`config.mk`:
```
export PLATFORM = sky130hd
export DESIGN_NAME = mult_div_unit
export DESIGN_NICKNAME = d
export VERILOG_FILES = /design/src/rtl/mult_div_unit.sv
export SDC_FILE = /design/constraint.sdc
export NUM_CORES = 1
export LEC_CHECK = 0
export ABC_AREA = 1
export CAP_MARGIN = 20
export CELL_PAD_IN_SITES_DETAIL_PLACEMENT = 1
export CELL_PAD_IN_SITES_GLOBAL_PLACEMENT = 1
export CORE_MARGIN = 1.5
export CORE_UTILIZATION = 25
export DETAILED_ROUTE_END_ITERATION = 16
export GPL_TIMING_DRIVEN = 0
export PLACE_DENSITY_LB_ADDON = 0.25
export RECOVER_POWER = 100
export SLEW_MARGIN = 0
export SYNTH_ARGS = -nofsm -noshare
export SYNTH_HDL_FRONTEND = slang
export SYNTH_SLANG_ARGS = --single-unit
```
`constraint.sdc`:
```
create_clock -name clk -period 6.4 [get_ports clk]
set_input_delay 0.96 -clock clk [delete_from_list [all_inputs] [get_ports clk]]
set_output_delay 0.96 -clock clk [all_outputs]
set_load 0.005 [all_outputs]
```
`src/rtl/mult_div_unit.sv`:
```
// Multicycle integer multiply/divide unit: shift-add multiply, restoring divide,
// signed/unsigned modes, registered hi/lo results and a divide-by-zero flag.
module mult_div_unit #(
  parameter int unsigned WIDTH = 32
) (
  input  logic             clk,
  input  logic             reset,
  input  logic             start,
  input  logic [1:0]       op,
  input  logic [WIDTH-1:0] a,
  input  logic [WIDTH-1:0] b,
  output logic             busy,
  output logic             done,
  output logic [WIDTH-1:0] hi,
  output logic [WIDTH-1:0] lo,
  output logic             div_zero
);

  localparam int unsigned CW = $clog2(WIDTH + 1);

  typedef enum logic [1:0] {IDLE, CALC, FIX, DZ} state_t;

  state_t               state;
  logic [CW-1:0]        cnt;
  logic                 is_div;
  logic                 neg_res;
  logic                 neg_rem;
  logic [2*WIDTH-1:0]   acc;
  logic [WIDTH-1:0]     dvs;

  logic [WIDTH-1:0]     a_mag;
  logic [WIDTH-1:0]     b_mag;
  logic [WIDTH:0]       mul_sum;
  logic [WIDTH:0]       rem_sh;
  logic                 div_ge;
  logic [WIDTH-1:0]     div_rem;
  logic [2*WIDTH-1:0]   prod_fix;
  logic [WIDTH-1:0]     quo_fix;
  logic [WIDTH-1:0]     rem_fix;

  // Operand magnitudes, one iteration step of each algorithm, and sign fix-up
  always_comb begin
    a_mag    = (!op[0] && a[WIDTH-1]) ? -a : a;
    b_mag    = (!op[0] && b[WIDTH-1]) ? -b : b;
    mul_sum  = {1'b0, acc[2*WIDTH-1:WIDTH]} + (acc[0] ? {1'b0, dvs} : '0);
    rem_sh   = acc[2*WIDTH-1:WIDTH-1];
    div_ge   = (rem_sh >= {1'b0, dvs});
    div_rem  = WIDTH'(rem_sh - {1'b0, dvs});
    prod_fix = neg_res ? -acc : acc;
    quo_fix  = neg_res ? -acc[WIDTH-1:0] : acc[WIDTH-1:0];
    rem_fix  = neg_rem ? -acc[2*WIDTH-1:WIDTH] : acc[2*WIDTH-1:WIDTH];
  end

  always_ff @(posedge clk) begin
    if (reset) begin
      state    <= IDLE;
      cnt      <= '0;
      is_div   <= 1'b0;
      neg_res  <= 1'b0;
      neg_rem  <= 1'b0;
      acc      <= '0;
      dvs      <= '0;
      busy     <= 1'b0;
      done     <= 1'b0;
      hi       <= '0;
      lo       <= '0;
      div_zero <= 1'b0;
    end else begin
      done <= 1'b0;
      case (state)
        IDLE: begin
          if (start) begin
            busy     <= 1'b1;
            div_zero <= 1'b0;
            is_div   <= op[1];
            neg_res  <= !op[0] && (a[WIDTH-1] ^ b[WIDTH-1]);
            neg_rem  <= !op[0] && a[WIDTH-1];
            // Multiply shifts the multiplier out of acc; divide shifts the dividend
            acc      <= {{WIDTH{1'b0}}, (op[1] ? a_mag : b_mag)};
            dvs      <= op[1] ? b_mag : a_mag;
            if (op[1] && (b == '0)) begin
              state <= DZ;
            end else begin
              cnt   <= CW'(WIDTH);
              state <= CALC;
            end
          end
        end
        CALC: begin
          if (is_div) begin
            if (div_ge) acc <= {div_rem, acc[WIDTH-2:0], 1'b1};
            else        acc <= {rem_sh[WIDTH-1:0], acc[WIDTH-2:0], 1'b0};
          end else begin
            acc <= {mul_sum, acc[WIDTH-1:1]};
          end
          cnt <= cnt - CW'(1);
          if (cnt == CW'(1)) state <= FIX;
        end
        FIX: begin
          if (is_div) begin
            hi <= rem_fix;
            lo <= quo_fix;
          end else begin
            {hi, lo} <= prod_fix;
          end
          done  <= 1'b1;
          busy  <= 1'b0;
          state <= IDLE;
        end
        DZ: begin
          div_zero <= 1'b1;
          done     <= 1'b1;
          busy     <= 1'b0;
          state    <= IDLE;
        end
        default: state <= IDLE;
      endcase
    end
  end

endmodule

```
==> impl_metrics.py, run 1 <==
metrics = {
    "setup_path": {
        "critical_path_required_ns": 6.82,
        "cpPeakStageDelay_ns": 0.67,
        "critPathCaptureType": "flip-flop",
        "criticalPathCategory": "flip-flop to flip-flop",
        "arrival_ns": 4.94,
        "slowest_stage": "dfxtp_1",
        "crit_chain": "ha_1 -> nand2_1 -> nand2_1 -> inv_1 -> nand2_1 -> clkinv_1 -> nand3_1 -> nand2_1 -> nand2_1 -> nand2_1 -> nand2_4 -> clkbuf_1 -> clkbuf_1 -> nand2_1 -> nand3_1 -> nand3_1 -> a21oi_2",
        "cpLargestDelayFamily": "simple AND/OR/NAND/NOR gates",
        "crit_path_frequent_cell": "nand2_1",
        "crit_buf_inv": 4,
        "crit_fanout": 10,
        "startpoint_type": "flip-flop",
    },
    "global_route": {
        "grt_pass1_vias": 21700,
        "grt_use_total": 0.255,
        "grt_pass1_wl_mm": 140,
        "grt_max_degree": 20,
        "grt_overflow": 0,
        "antenna_found_initial": 1,
    },
    "detailed_routing": {
        "wl_met2_mm": 42.7,
        "first_pass_iters": 5,
        "drc": 0,
        "wl_met3_mm": 3.89,
        "topRoutingLayerUsed": "met4",
        "ant_nets": 0,
        "num_vias": 21800,
        "wl_met1_mm": 44.3,
        "finalWirelength_mm": 95.2,
        "routed_via_density": 5.03,
        "drtIter0Drc": 1562,
        "routedWlPerCell_um": 21.9,
    },
    "sta": {
        "finalCriticalPeriod_ns": 4.52,
        "setup_viol": 0,
        "worstMarginPinSlew_ns": 1.19,
        "max_slew_margin": 0.203,
        "slew_violations": 0,
        "fmax_ghz": 0.221,
        "skew_ns": 0.0195,
        "setup_tns_ns": 0,
        "hold_viol": 0,
        "finalCritPeriodShare": 0.707,
        "rsz0062_at_grt": "false",
    },
    "floorplan": {
        "io_pins": 136,
        "die_h_um": 271,
        "dieArea_um2": 73500,
        "core.rowCount": 98,
        "start_util": 0.252,
        "die_x_um": 271,
        "core_area_um2": 71200,
    },
    "cts": {
        "insertion_delay_ns": 0.50,
        "hold_buffers": 0,
        "cts_resized": 0,
        "postCtsSetupBuffers": 0,
        "h-tree-depth": 4,
        "clock_path_buffers": 2,
        "clock-root-buffer": "clkbuf_16",
        "cts_tree": "built",
        "path_clk_slew_ns": 0.08,
        "cts_sinks": 174,
        "numCtsBuffers": 17,
    },
    "run": {
        "drv_cap": 0,
    },
    "pwr": {
        "p_per_area_nw_per_um2": 215,
        "pwr-share-seq": 0.284,
        "p_sw_frac": 0.491,
        "peakVddDrop_mv": 0.214,
        "pwr-share-clk": 0.243,
        "internal_power_mw": 2.30,
        "combPwrFrac": 0.473,
        "power.total_mw": 4.52,
        "p_switching_mw": 2.22,
        "p_leak_nw": 10.2,
    },
    "place": {
        "io_buffers": 133,
        "place_inst": 4311,
        "dpl_cell_area_um2": 20500,
        "place_congestion": 0.983,
        "hpwl_mm": 80.8,
    },
    "finish": {
        "antenna_cells": 0,
        "drive_above_1_share": 0.0265,
        "area_delta_synth_final_pct": 16.8,
        "final_nets": 3521,
        "stdcell_area_um2": 21000,
        "layout_common_cells": "954 x nand2_1, 453 x inv_1, 351 x nor2_1",
        "mostFrequentLayoutCell": "nand2_1",
        "final_util": 0.295,
        "stdcell_count": 4343,
    },
    "run_status": {
        "status": "complete, no violations",
    },
    "hold_path": {
        "hp-class": "flip-flop to flip-flop",
    },
    "synthesis": {
        "ys_warn_count": 0,
        "synth_cells": 3227,
        "synthFlopType": "dfxtp_1",
        "yosysSeqAreaShare": 0.194,
        "synth_seq_cells": 174,
        "synth_area_um2": 18000,
        "postSynthAreaPerCell_um2": 5.57,
        "syn_nets": 3368,
        "synth_cell_type_count": 49,
        "synthArstFlopShare": 0,
        "synth-edff-count": 0,
    },
}
cell families after synthesis:
kind of cell | after synthesis | synth area share
buffers and inverters | 590 | 0.127
adder cells (fa/ha/maj) | 72 | 0.0510
flip-flops | 174 | 0.194
AND/OR/NAND/NOR | 1729 | 0.405
XOR/XNOR | 106 | 0.0517
AO/OA/AOI/OAI | 556 | 0.172
cells in the mapped netlist, types with 3 or more instances:
cell	count	area (um^2)
xnor2_1	8	70.1
a31oi_1	16	100
a21oi_1	222	1110
o21bai_1	19	143
a22oi_1	10	75.1
xor2_1	98	858
o221ai_1	11	96.3
nand3b_1	16	120
buf_2	11	55.1
nor2_4	3	33.8
nor3_1	32	160
buf_12	3	60.1
a21oi_2	6	52.6
nand2_1	950	3570
o211ai_1	29	218
inv_1	452	1700
o31ai_1	4	30.0
dfxtp_1	174	3480
nor4_1	7	43.8
ha_1	70	876
nand3_1	273	1370
nand4_1	55	344
inv_2	6	22.5
nand3_2	6	60.1
a21o_1	6	45.0
nor2_2	8	50.1
o21a_1	3	22.5
or2_2	10	62.6
o22ai_1	3	18.8
clkbuf_1	99	372
nand2_2	14	87.6
nor2_1	349	1310
o21ai_0	217	1090
buf_1	16	60.1
stage by stage:
stage	setup WS, ns	hold WS (ns)
after global placement	2.60	0.472
final	1.88	0.484
after detailed placement	2.60	0.471
after global routing	1.74	0.514
after floorplan	3.89	0.454
after CTS	2.56	0.491
worst register-to-register path: stages, from the launching register on:
cell      delay [ns]
dfxtp_1         0.67
ha_1            0.32
nand2_1         0.07
nand2_1         0.20
inv_1           0.07
nand2_1         0.23
clkinv_1        0.11
nand3_1         0.24
nand2_1         0.12
nand2_1         0.11
nand2_1         0.28
nand2_4         0.14
clkbuf_1        0.66
clkbuf_1        0.61
nand2_1         0.25
nand3_1         0.13
nand3_1         0.10
a21oi_2         0.13
metal layers:
metal / GRT usage / up-vias
met5: 0 / -
met1: 0.338 / 10500
li1: - / 10700
met4: 0.108 / 0
met2: 0.415 / 483
met3: 0.0324 / 118
final timing paths:
check | slack [ns] | from | cells past startpoint | end
worst max-delay path | 1.88 | acc[39] | 17 | acc[53]
worst min-delay path | 0.48 | cnt[1] | 2 | cnt[1]
worst max register to register | 1.88 | acc[39] | 17 | acc[53]
worst min register to register | 0.48 | cnt[1] | 2 | cnt[1]
sequential cells by signal, indices dropped and copies added, names as in the netlist, 2 cells and up:
signal	count
dvs	32
state	2
lo	32
acc	64
cnt	6
hi	32
final cells by class:
cell class,instances,area (um^2)
multi-input combinational,2463,12100
buffer,130,504
clock buffer,18,429
timing repair buffer,134,1340
fill,9484,50300
clock inverter,14,171
sequential,174,3480
inverter,460,1730
tap,950,1190
power groups by stage:
stage	Clock (mW)	Sequential [mW]	Combinational (mW)
floorplan	0	1.25	1.35
global placement	0	1.30	2.15
detailed placement	0	1.31	2.16
CTS	1.12	1.28	2.17
finish	1.10	1.28	2.14
global route	1.16	1.29	2.32
No activity file was read; power rests on OpenSTA's default activity.
==> inputs of run 2 (changes only) <==
==> constraint.sdc (replaced) <==
create_clock -name clk -period 3.8 [get_ports clk]
set_input_delay 0.57 -clock clk [delete_from_list [all_inputs] [get_ports clk]]
set_output_delay 0.57 -clock clk [all_outputs]
set_load 0.005 [all_outputs]
==> run 2 against run 1 <==
Sequential share of layout area barely moved. Wire length fell by 0.16%. Flip-flop and latch count did not move. Combinational power rose by 70%. Setup slack got worse by 1.7 ns.
==> impl_metrics.py, run 2 (synthesized netlist as in run 1, its figures left out) <==
metrics = {
    "floorplan": {
        "core.rowCount": 98,
        "die_h_um": 271,
        "die_x_um": 271,
        "core_area_um2": 71200,
        "io_pins": 136,
        "dieArea_um2": 73500,
        "start_util": 0.252,
    },
    "finish": {
        "fillers": 9476,
        "drive_above_1_share": 0.0286,
        "regMostFlops": "acc",
        "layout_common_cells": "954 x nand2_1, 453 x inv_1, 350 x nor2_1",
        "largest_reg_flops": 64,
        "final_nets": 3520,
        "final_util": 0.295,
        "mostFrequentLayoutCell": "nand2_1",
        "antenna_cells": 0,
        "area_delta_synth_final_pct": 17.0,
    },
    "hold_path": {
        "hold_start": "cnt[1]",
        "hp-class": "flip-flop to flip-flop",
        "hold_end": "cnt[1]",
        "holdPathStages": 2,
    },
    "setup_path": {
        "critical_path_required_ns": 4.21,
        "cpPeakStageDelay_ns": 0.68,
        "arrival_ns": 4.03,
        "slowest_stage": "dfxtp_1",
        "startpoint_type": "flip-flop",
        "critPathCaptureType": "flip-flop",
        "criticalPathCategory": "flip-flop to flip-flop",
        "r2r_setup_slack_ns": 0.19,
        "crit_chain": "ha_1 -> nand2_1 -> nand2_1 -> inv_1 -> nand2_1 -> inv_2 -> nand3_1 -> nand2_1 -> nand2_2 -> nand2_1 -> nand2_4 -> clkbuf_4 -> inv_1 -> nand2_1 -> nand3_1 -> nand2_1 -> a21oi_1",
        "crit_fanout": 10,
        "crit_path_frequent_cell": "nand2_1",
        "timing.rr.start": "acc[39]",
        "reg2reg_depth": 17,
        "r2r-end": "acc[54]",
    },
    "cts": {
        "numCtsBuffers": 17,
        "clock_path_buffers": 2,
        "h-tree-depth": 4,
        "hold_buffers": 0,
        "cts_tree": "built",
        "clock-root-buffer": "clkbuf_16",
        "insertion_delay_ns": 0.50,
        "cts_sinks": 174,
        "cts_resized": 0,
        "postCtsSetupBuffers": 0,
        "path_clk_slew_ns": 0.08,
    },
    "detailed_routing": {
        "num_vias": 21800,
        "drtIter0Drc": 1513,
        "finalWirelength_mm": 95.0,
        "routedWlPerCell_um": 21.9,
        "first_pass_iters": 5,
        "routed_via_density": 5.03,
        "ant_nets": 0,
        "drc": 0,
    },
    "sta": {
        "slew_violations": 0,
        "finalCritPeriodShare": 0.951,
        "hold_viol": 0,
        "fmax_ghz": 0.277,
        "skew_ns": 0.0189,
        "worst_hold_slack_ns": 0.484,
        "max_slew_margin": 0.211,
        "finalCriticalPeriod_ns": 3.61,
        "setup_viol": 0,
        "rsz0062_at_grt": "false",
        "worstMarginPinSlew_ns": 1.18,
    },
    "place": {
        "place_congestion": 0.983,
        "hpwl_mm": 80.8,
        "io_buffers": 133,
    },
    "global_route": {
        "grt_pass1_wl_mm": 140,
        "antenna_found_initial": 1,
        "grt_pass1_vias": 21700,
        "grt_use_total": 0.255,
        "grt_max_degree": 20,
        "grt_overflow": 0,
    },
    "pwr": {
        "p_per_area_nw_per_um2": 363,
        "p_leak_nw": 10.2,
        "peakVddDrop_mv": 0.356,
    },
    "run": {
        "drv_cap": 0,
    },
    "run_status": {
        "status": "complete, no violations",
    },
}
-- run 2: changes by cell type in the layout (fill, tap and decap cells not counted), sizes merged --
cell	change
clkinv	-1
buf	+3
inv	+1
clkbuf	-4
-- run 2: worst max-delay path by stage --
stage / cells after the start / start / to / slack, ns
floorplan: 18 / acc[0] / acc[63] / 1.29
global placement: 18 / acc[0] / acc[63] / 0.01
detailed placement: 18 / acc[0] / acc[63] / -0.004
CTS: 17 / acc[0] / acc[63] / 0.34
global route: 17 / acc[39] / acc[51] / 0.05
finish: 17 / acc[39] / acc[54] / 0.19
-- run 2: power breakdown --
group,total (mW),internal (mW),switching [mW]
registers,2.16,1.97,0.189
logic,3.63,1.04,2.59
clock network,1.85,0.888,0.961
-- run 2: cell type report --
class	instances	area, um^2	area share
plain buffers	129	526	0.0250
clock buffers	18	429	0.0204
clock inverters	14	171	0.00816
inverters	460	1730	0.0822
multi-input cells	2463	12200	0.578
flip-flops and latches	174	3480	0.166
well taps	950	1190	0.0566
repair buffers	134	1340	0.0635
-- run 2: worst max-delay path: cells and delay by family (launching register included) --
family                     cells  cell delay [ns]
AOI/OAI and AO/OA              1             0.12
adders and majority gates      1             0.39
buffers and inverters          4             0.74
DFF                            1             0.68
and+or+nand+nor               11             1.58
-- run 2: routing by layer --
layer,track usage,vias to the layer above,part of all wire
li1,-,10700,-
met1,0.338,10500,0.46
met2,0.415,548,0.45
met3,0.0324,113,0.047
met4,0.107,0,0.045
met5,0,-,0
-- run 2: through the flow --
| stage | cells | worst slack [ns] | cell area [um^2] | setup TNS (ns) | total power [mW] |
|---|---|---|---|---|---|
| 5_1_grt | 4342 | 0.0477 | 21000 | 0 | 8.07 |
| 4_1_cts | 4342 | 0.338 | 21100 | 0 | 7.69 |
| 3_5_place_dp | 4311 | -0.00372 | 20500 | -0.00372 | 5.83 |
| 6_report | 4342 | 0.188 | 21000 | 0 | 7.64 |
| 2_1_floorplan | 3227 | 1.29 | 18000 | 0 | 4.39 |
| 3_3_place_gp | 4310 | 0.0109 | 20500 | 0 | 5.81 |
==> inputs of run 3 (changes only) <==
--- a/config.mk
+++ b/config.mk
@@ -15,7 +15,7 @@
 export GPL_TIMING_DRIVEN = 0
 export PLACE_DENSITY_LB_ADDON = 0.25
 export RECOVER_POWER = 100
-export SLEW_MARGIN = 0
+export SLEW_MARGIN = 5
 export SYNTH_ARGS = -nofsm -noshare
 export SYNTH_HDL_FRONTEND = slang
 export SYNTH_SLANG_ARGS = --single-unit
==> run 3 against run 2 <==
Cell area is essentially flat. First-iteration DRC count is 4.9% lower. Global-route usage decreased by 0.065 points. Sequential power barely moved. Clock-buffer cell count decreased by 1. Wire length up 0.17%. Combinational power barely moved. Fmax fell by 0.99%. Non-clock buffer count unchanged. Die area is the same. Critical endpoint is now hi[0]. Largest cell class unchanged. Largest power group unchanged. Highest routed layer unchanged.
==> impl_metrics.py, run 3 (synthesized netlist as in run 1, its figures left out) <==
metrics = {
    "detailed_routing": {
        "num_vias": 21900,
        "routed_via_density": 5.04,
        "first_pass_iters": 5,
        "finalWirelength_mm": 95.2,
        "drc": 0,
        "routedWlPerCell_um": 21.9,
        "drtIter0Drc": 1439,
        "ant_nets": 0,
    },
    "finish": {
        "area_delta_synth_final_pct": 17.1,
        "layout_common_cells": "954 x nand2_1, 452 x inv_1, 349 x nor2_1",
        "largest_reg_flops": 64,
        "drive_above_1_share": 0.0292,
        "regMostFlops": "acc",
        "mostFrequentLayoutCell": "nand2_1",
        "final_nets": 3520,
        "stdcell_count": 4342,
        "antenna_cells": 0,
    },
    "global_route": {
        "grt_use_total": 0.255,
        "grt_overflow": 0,
        "grt_pass1_vias": 21600,
        "grt_max_degree": 20,
        "grt_pass1_wl_mm": 139,
        "antenna_found_initial": 1,
    },
    "cts": {
        "cts_resized": 0,
        "clock_path_buffers": 2,
        "insertion_delay_ns": 0.50,
        "cts_sinks": 174,
        "postCtsSetupBuffers": 0,
        "cts_tree": "built",
        "path_clk_slew_ns": 0.08,
        "numCtsBuffers": 17,
        "h-tree-depth": 4,
        "clock-root-buffer": "clkbuf_16",
    },
    "setup_path": {
        "arrival_ns": 4.10,
        "cpPeakStageDelay_ns": 0.64,
        "r2r_setup_slack_ns": 0.15,
        "cpLargestDelayFamily": "simple AND/OR/NAND/NOR gates",
        "crit_fanout": 17,
        "slowest_stage": "nor2_1",
        "critical_path_required_ns": 4.26,
        "crit_buf_inv": 4,
        "criticalPathCategory": "flip-flop to flip-flop",
        "startpoint_type": "flip-flop",
        "crit_chain": "buf_2 -> inv_1 -> ha_1 -> nand3_1 -> nor2_1 -> nand2_1 -> inv_1 -> nand2_1 -> nor3_1 -> nand2_1 -> nand2_1 -> a21oi_1 -> o21ai_0 -> nand2_1 -> inv_1",
        "crit_path_frequent_cell": "nand2_1",
        "critPathCaptureType": "flip-flop",
    },
    "place": {
        "hpwl_mm": 80.8,
        "place_inst": 4311,
        "place_congestion": 0.983,
        "dp_slack_ns": -0.0204,
        "io_buffers": 133,
    },
    "floorplan": {
        "die_h_um": 271,
        "io_pins": 136,
        "die_x_um": 271,
        "start_util": 0.252,
        "core_area_um2": 71200,
        "core.rowCount": 98,
        "dieArea_um2": 73500,
    },
    "sta": {
        "setup_tns_ns": 0,
        "setup_viol": 0,
        "fmax_ghz": 0.274,
        "hold_viol": 0,
        "timing.final.ws_setup_ns": 0.152,
        "finalCritPeriodShare": 0.960,
        "rsz0062_at_grt": "false",
        "finalCriticalPeriod_ns": 3.65,
        "skew_ns": 0.0225,
        "slew_violations": 0,
        "worstMarginPinSlew_ns": 1.19,
        "max_slew_margin": 0.209,
    },
    "hold_path": {
        "hp-class": "flip-flop to flip-flop",
    },
    "run": {
        "drv_cap": 0,
    },
    "pwr": {
        "p_per_area_nw_per_um2": 364,
        "peakVddDrop_mv": 0.332,
        "p_leak_nw": 10.2,
    },
    "run_status": {
        "status": "complete, no violations",
    },
}
-- run 3: worst reg2reg max path: stages (launching register included) --
cell	delay (ns)
dfxtp_1	0.30
buf_2	0.23
inv_1	0.21
ha_1	0.27
nand3_1	0.36
nor2_1	0.64
nand2_1	0.24
inv_1	0.12
nand2_1	0.07
nor3_1	0.46
nand2_1	0.10
nand2_1	0.12
a21oi_1	0.07
o21ai_0	0.25
nand2_1	0.10
inv_1	0.07
-- run 3: per-layer routing --
metal | vias up | global-route usage | routed length [um]
li1 | 10700 | - | -
met1 | 10500 | 0.336 | 43900
met2 | 538 | 0.411 | 42200
met3 | 132 | 0.0286 | 4230
met4 | 0 | 0.122 | 4830
met5 | - | 0 | 0
-- run 3: what timing repair did --
action / in CTS / in global routing
setup endpoints to repair: 1 / 0
endpoints found under the hold margin: 0 / 0
hold buffers: 0 / 0
-- run 3: final cells by class --
class | instances | area, um^2
sequential | 174 | 3480
inverter | 460 | 1730
clock buffer | 17 | 425
timing repair buffer | 134 | 1340
tap | 950 | 1190
clock inverter | 15 | 176
buffer | 129 | 538
multi-input combinational | 2463 | 12200
fill | 9413 | 50200
-- run 3: report_power, final --
part	internal [mW]	switching, mW	leakage [nW]	total, mW
logic	1.05	2.60	8.48	3.65
clock network	0.882	0.963	0.294	1.85
registers	1.97	0.190	1.42	2.16
total	3.90	3.76	10.2	7.66
-- run 3: worst paths after layout --
check / start / endpoint / cells past startpoint
worst max-delay path: acc[0] / hi[0] / 15
worst min-delay path: busy / busy / 2
worst max register to register: acc[0] / hi[0] / 15
worst min register to register: busy / busy / 2
-- run 3: metrics by stage --
step / utilization / total power, mW / hold slack, ns / area [um^2]
after floorplan: - / 4.39 / 0.454 / 18000
after global placement: 0.287 / 5.81 / 0.472 / 20500
after detailed placement: 0.288 / 5.83 / 0.477 / 20500
after CTS: 0.296 / 7.68 / 0.491 / 21100
after global routing: 0.295 / 8.07 / 0.515 / 21000
final: 0.295 / 7.66 / 0.482 / 21000
